==> config.mk <==
export PLATFORM = sky130hd
export DESIGN_NAME = wb_commit_queue
export DESIGN_NICKNAME = d
export VERILOG_FILES = /design/src/rtl/wb_commit_queue.sv
export SDC_FILE = /design/constraint.sdc
export NUM_CORES = 1
export LEC_CHECK = 0
export ABC_AREA = 1
export CORE_UTILIZATION = 50
export CTS_BUF_LIST = sky130_fd_sc_hd__clkbuf_8 sky130_fd_sc_hd__clkbuf_16
export CTS_CLUSTER_DIAMETER = 60
export DETAILED_ROUTE_END_ITERATION = 8
export HOLD_SLACK_MARGIN = 0.06
export PLACE_DENSITY = 0.81
export SLEW_MARGIN = 15
export SYNTH_ARGS = -nofsm -noshare
export SYNTH_HDL_FRONTEND = slang
export SYNTH_SLANG_ARGS = --single-unit
==> constraint.sdc <==
create_clock -name clk -period 3.5 [get_ports clk]
set_input_delay 0.525 -clock clk [delete_from_list [all_inputs] [get_ports clk]]
set_output_delay 0.525 -clock clk [all_outputs]
set_load 0.05 [all_outputs]
==> src/rtl/wb_commit_queue.sv <==
`default_nettype none
// ============================================================================
// Module   : wb_commit_queue
// Purpose  : Write-back commit queue in front of the 32x32 register bank.
//            Buffers datapath register writes and drives the bank write port
//            one entry per cycle in program order. Pending entries are
//            forwarded to the two bank read ports.
// Ports    : clk, rst_n           clock, async active-low reset
//            wb_valid/wb_ready    producer handshake (wb_ready is registered)
//            wb_en/wb_dir/wb_data write intent, destination, data
//            drain_en             bank write port available this cycle
//            Rw/Dir/DIn           bank write strobe/address/data
//            Rd1/Rd2              bank read addresses
//            Fw1_hit/Fw1_data     forwarding result for Rd1
//            Fw2_hit/Fw2_data     forwarding result for Rd2
//            count                number of pending entries
// Revision : 1.0 - initial release
// ============================================================================
module wb_commit_queue #(
  parameter int DEPTH = 2,
  parameter int AW    = 5,
  parameter int DW    = 32
) (
  input  logic          clk,
  input  logic          rst_n,
  input  logic          wb_valid,
  output logic          wb_ready,
  input  logic          wb_en,
  input  logic [AW-1:0] wb_dir,
  input  logic [DW-1:0] wb_data,
  input  logic          drain_en,
  output logic          Rw,
  output logic [AW-1:0] Dir,
  output logic [DW-1:0] DIn,
  input  logic [AW-1:0] Rd1,
  input  logic [AW-1:0] Rd2,
  output logic          Fw1_hit,
  output logic [DW-1:0] Fw1_data,
  output logic          Fw2_hit,
  output logic [DW-1:0] Fw2_data,
  output logic [3:0]    count
);

  localparam int         c_ptr_w = (DEPTH > 1) ? $clog2(DEPTH) : 1;
  localparam logic [3:0] c_depth = 4'(DEPTH);

  logic [AW-1:0]      r_dir  [DEPTH];
  logic [DW-1:0]      r_data [DEPTH];
  logic [c_ptr_w-1:0] r_wr_ptr;
  logic [c_ptr_w-1:0] r_rd_ptr;
  logic [3:0]         r_count;
  logic               r_ready;

  logic               w_push;
  logic               w_pop;
  logic [3:0]         w_count_nxt;

  // Offers with wb_en=0 or targeting R0 complete the handshake but are dropped.
  assign w_push      = wb_valid && r_ready && wb_en && (wb_dir != '0);
  assign w_pop       = (r_count != 4'd0) && drain_en;
  assign w_count_nxt = r_count + {3'b000, w_push} - {3'b000, w_pop};

  assign wb_ready = r_ready;
  assign count    = r_count;
  assign Rw       = w_pop;
  assign Dir      = w_pop ? r_dir[r_rd_ptr]  : '0;
  assign DIn      = w_pop ? r_data[r_rd_ptr] : '0;

  generate
    for (genvar i = 0; i < DEPTH; i++) begin : g_entry
      always_ff @(posedge clk or negedge rst_n) begin
        if (!rst_n) begin
          r_dir[i]  <= '0;
          r_data[i] <= '0;
        end else if (w_push && (r_wr_ptr == c_ptr_w'(i))) begin
          r_dir[i]  <= wb_dir;
          r_data[i] <= wb_data;
        end
      end
    end
  endgenerate

  // wb_ready is computed from the post-edge occupancy so it is a pure flop
  // output; it comes up one edge after reset release since count is then 0.
  always_ff @(posedge clk or negedge rst_n) begin
    if (!rst_n) begin
      r_wr_ptr <= '0;
      r_rd_ptr <= '0;
      r_count  <= 4'd0;
      r_ready  <= 1'b0;
    end else begin
      if (w_push) r_wr_ptr <= r_wr_ptr + c_ptr_w'(1);
      if (w_pop)  r_rd_ptr <= r_rd_ptr + c_ptr_w'(1);
      r_count <= w_count_nxt;
      r_ready <= (w_count_nxt < c_depth);
    end
  end

  // Walk entries oldest to youngest so a later match overrides an earlier
  // one, leaving the youngest matching entry's data on the output.
  always_comb begin
    logic [c_ptr_w-1:0] v_idx;
    v_idx    = '0;
    Fw1_hit  = 1'b0;
    Fw1_data = '0;
    Fw2_hit  = 1'b0;
    Fw2_data = '0;
    for (int k = 0; k < DEPTH; k++) begin
      v_idx = r_rd_ptr + c_ptr_w'(k);
      if (4'(k) < r_count) begin
        if ((Rd1 != '0) && (r_dir[v_idx] == Rd1)) begin
          Fw1_hit  = 1'b1;
          Fw1_data = r_data[v_idx];
        end
        if ((Rd2 != '0) && (r_dir[v_idx] == Rd2)) begin
          Fw2_hit  = 1'b1;
          Fw2_data = r_data[v_idx];
        end
      end
    end
  end

endmodule
`default_nettype wire

==> summary.md <==
| Metric | Value |
|---|---|
| Mean Syn Cell Area | 6.730 sq um |
| Total power | 7.519 mW |
| EDFF count, synth | 0 |
| Max-cap viol count | 0 |
| Tcrit/Tclk final | 0.9328 |
| Post-CTS sizing | 0 |
| Setup_tns | 0 ps |
| CTS Buf Count | 9 |
| Top FF cell, synth | dfrtp_1 |
| Worst-skew pair later-pin latency | 340 ps |
| Largest family of logic cells by synthesized area | simple AND/OR/NAND/NOR gates |
| Final min period | 3265 ps |
| Synth Warn # | 0 |
| Initial antenna violation count | 0 |
| Sequential fraction of the synthesis area | 0.3221 |
| Input/output buffers | 160 |
| Crit Path Max Fanout | 33 |
| # setup viols final | 0 |
| Met1 Track Usage GR | 0.3722 |
| Antenna diodes | 0 |
| Detail Route Antenna Nets | 0 |
| Total number of vias | 6629 |
| Clock Sinks | 81 |
| Final worst slack | 235.1 ps |
| Fmax | 0.3063 GHz |
| Detail Placement HPWL | 12520 microns |
| Count leader, synth | nand2_1 |
| GRT Overall Usage | 0.2903 |
| Cell accounting for the most synthesized area | dfrtp_1 |
| Post-CTS Setup Bufs | 0 |
| Gpl congestion | 0.9031 |
| Chip Height | 114.2 microns |
| Worst EP required | 2970 ps |
| Layout area overhead | 33.13% |
| Initial Util | 0.5174 |
| Met2 global-route usage | 0.4994 |
| DR WL/cell | 14.64 microns |
| Net count after synthesis | 993 |
| Static Leak | 4.353 nW |
| Die width | 114.2 microns |
| Outcome | complete, no violations |
| Path type of the worst min-delay path | input pin to asynchronous set/reset pin |
| Multiplexer area fraction after synthesis | 0 |
| Total gr overflow | 0 |
| Post-place setup slack | 388.2 ps |
| Largest net degree at the start of global routing | 82 |
| CTS H-tree lvls | 3 |
| Most area-consuming cells after synthesis | dfrtp_1 32%, nand2_1 16%, o21ai_0 11% |
| Total Nets Final | 1114 |
| Post-synthesis cell type count | 32 |
| Area post-placement | 0.008068 sq mm |
| R2R cell count | 12 |
| Worst setup EP type | output pin |
| Post-synthesis adder-cell area fraction | 0.01312 |
| GRT met3 Usage | 0.04447 |
| Post-DR vias/cell | 5.394 |
| Xor and xnor area share after synthesis | 0.004176 |
| Share of post-route cells with drive strength above 1 | 0.1923 |
| CTS Hold Buffers Added | 0 |
| Cell Area, Synth | 0.006292 sq mm |
| Worst Setup Path Type | flop to output pin |
| Synth Area in Simple Gates | 0.3973 |
| Grt peak-use layer | met2 |
| Asr flop ratio synth | 1.000 |
| First-pass GRT wire length | 29890 microns |
| Slew margin rel. | 0.3392 |
| Pwr Density | 897.5 mW/mm^2 |
| CTS tree | done |
| Placement Rows | 40 |
| CTS max path bufs | 2 |
| Synth top area share | 0.3221 |
| Worst Tran Pin Value | 991.2 ps |
| Synth top cells by count | 270 x nand2_1, 140 x o21ai_0, 127 x inv_1 |
| Reg clk slew, reported paths | 60 ps |
| Full die area | 0.01304 sq mm |
| Maximum vdd drop | 0.0005059 V |
| Detailed Route Iter0 Violations | 706 |
| Pre-antenna DRT Iters | 8 |
| Final Hold Fails | 0 |
| Synth Register Bits | 81 |
| Worst setup SP type | flop |
| Core area | 0.01216 sq mm |
| Final instance area | 0.008377 sq mm |
| Vias in the first global route | 6230 |
| Synth Instances | 935 |
| Clk root buf | clkbuf_16 |
| Clk_skew | 4.473 ps |
| Unrepaired setup endpoints after global routing | false |
| Synth Area in Compound Gates | 0.1167 |
| Post-Route WL | 17990 microns |
| WP data arrival | 2740 ps |
| Max-slew violations | 0 |
| Residual DRC count | 0 |
| # IOs | 161 |
-- state kept, by name (all words and copies together) (netlist names) --
| name | cells |
|---|---|
| r_data | 64 |
| r_dir | 10 |
| count | 4 |
| r_rd_ptr | 1 |
| r_wr_ptr | 1 |
| wb_ready | 1 |
-- worst paths after layout --
path	start	endpoint	slack, ps
hold reg to reg	r_data[7]	r_data[7]	480
min in group clk	r_data[7]	r_data[7]	480
setup reg to reg	count[2]	wb_ready	1210
hold / removal	rst_n	r_data[21]	340
max in group asynchronous	rst_n	r_rd_ptr	2400
setup / recovery	r_rd_ptr	Fw1_hit	240
-- power breakdown --
| group | leakage, nW | switching, mW | total (mW) | internal (mW) |
|---|---|---|---|---|
| logic | 3.14 | 3.28 | 4.93 | 1.64 |
| clock network | 0.161 | 0.356 | 0.960 | 0.604 |
| registers | 1.05 | 0.308 | 1.63 | 1.32 |
| total | 4.35 | 3.95 | 7.52 | 3.57 |
-- critical path, cell delays in order (launching register included) --
cell and delay [ps]:
dfrtp_4 600, inv_8 170, nand2_1 100, nand3_1 80, nand2_1 100, nor2_4 310, nand3_4 450, o21ai_0 370
buf_12 200
-- routing by layer --
metal	wire length, microns	up-vias
li1	-	3260
met1	7732	3062
met2	8693	275
met3	1274	32
met4	293	0
met5	0	-
-- cell usage in the layout (no fill, tap or decap), drive strengths merged --
| master | n |
|---|---|
| clkdlybuf4s50 | 55 |
| nor2 | 50 |
| xnor2 | 2 |
| a21oi | 5 |
| inv | 133 |
| and3 | 1 |
| nor3 | 2 |
| ha | 5 |
| dfrtp | 81 |
| buf | 122 |
| xor2 | 1 |
| fa | 1 |
| nand3 | 103 |
| clkbuf | 12 |
| bufinv | 1 |
| or2 | 1 |
| o21ai | 141 |
| nand2 | 280 |
| clkinv | 1 |
| nand4 | 64 |
-- kinds of logic (layout without fill, tap and decap cells) --
logic type      Yosys count  after routing
simple gates            501            501
buf+inv                 198            324
compound gates          146            146
flops                    81             81
fa+ha+maj                 6              6
xor+xnor                  3              3
-- per-stage QoR --
| stage | utilization | std cells | hold slack (ps) |
|---|---|---|---|
| after floorplan | - | 935 | 229.4 |
| after global placement | 0.6634 | 1213 | 466.9 |
| after detailed placement | 0.6634 | 1213 | 473.2 |
| after CTS | 0.6888 | 1229 | 395.7 |
| after global routing | 0.6888 | 1229 | 446.1 |
| final | 0.6888 | 1229 | 344.5 |
-- area by class of cell --
class                      count  area, sq um
clock buffer                  12        266.5
clock inverter                 4        42.54
fill                        1045         3785
inverter                     131        499.2
multi-input combinational    656         3348
sequential                    81         2031
tap                          168        210.2
timing repair buffer         177         1979
(Power assumes the default switching activity.)
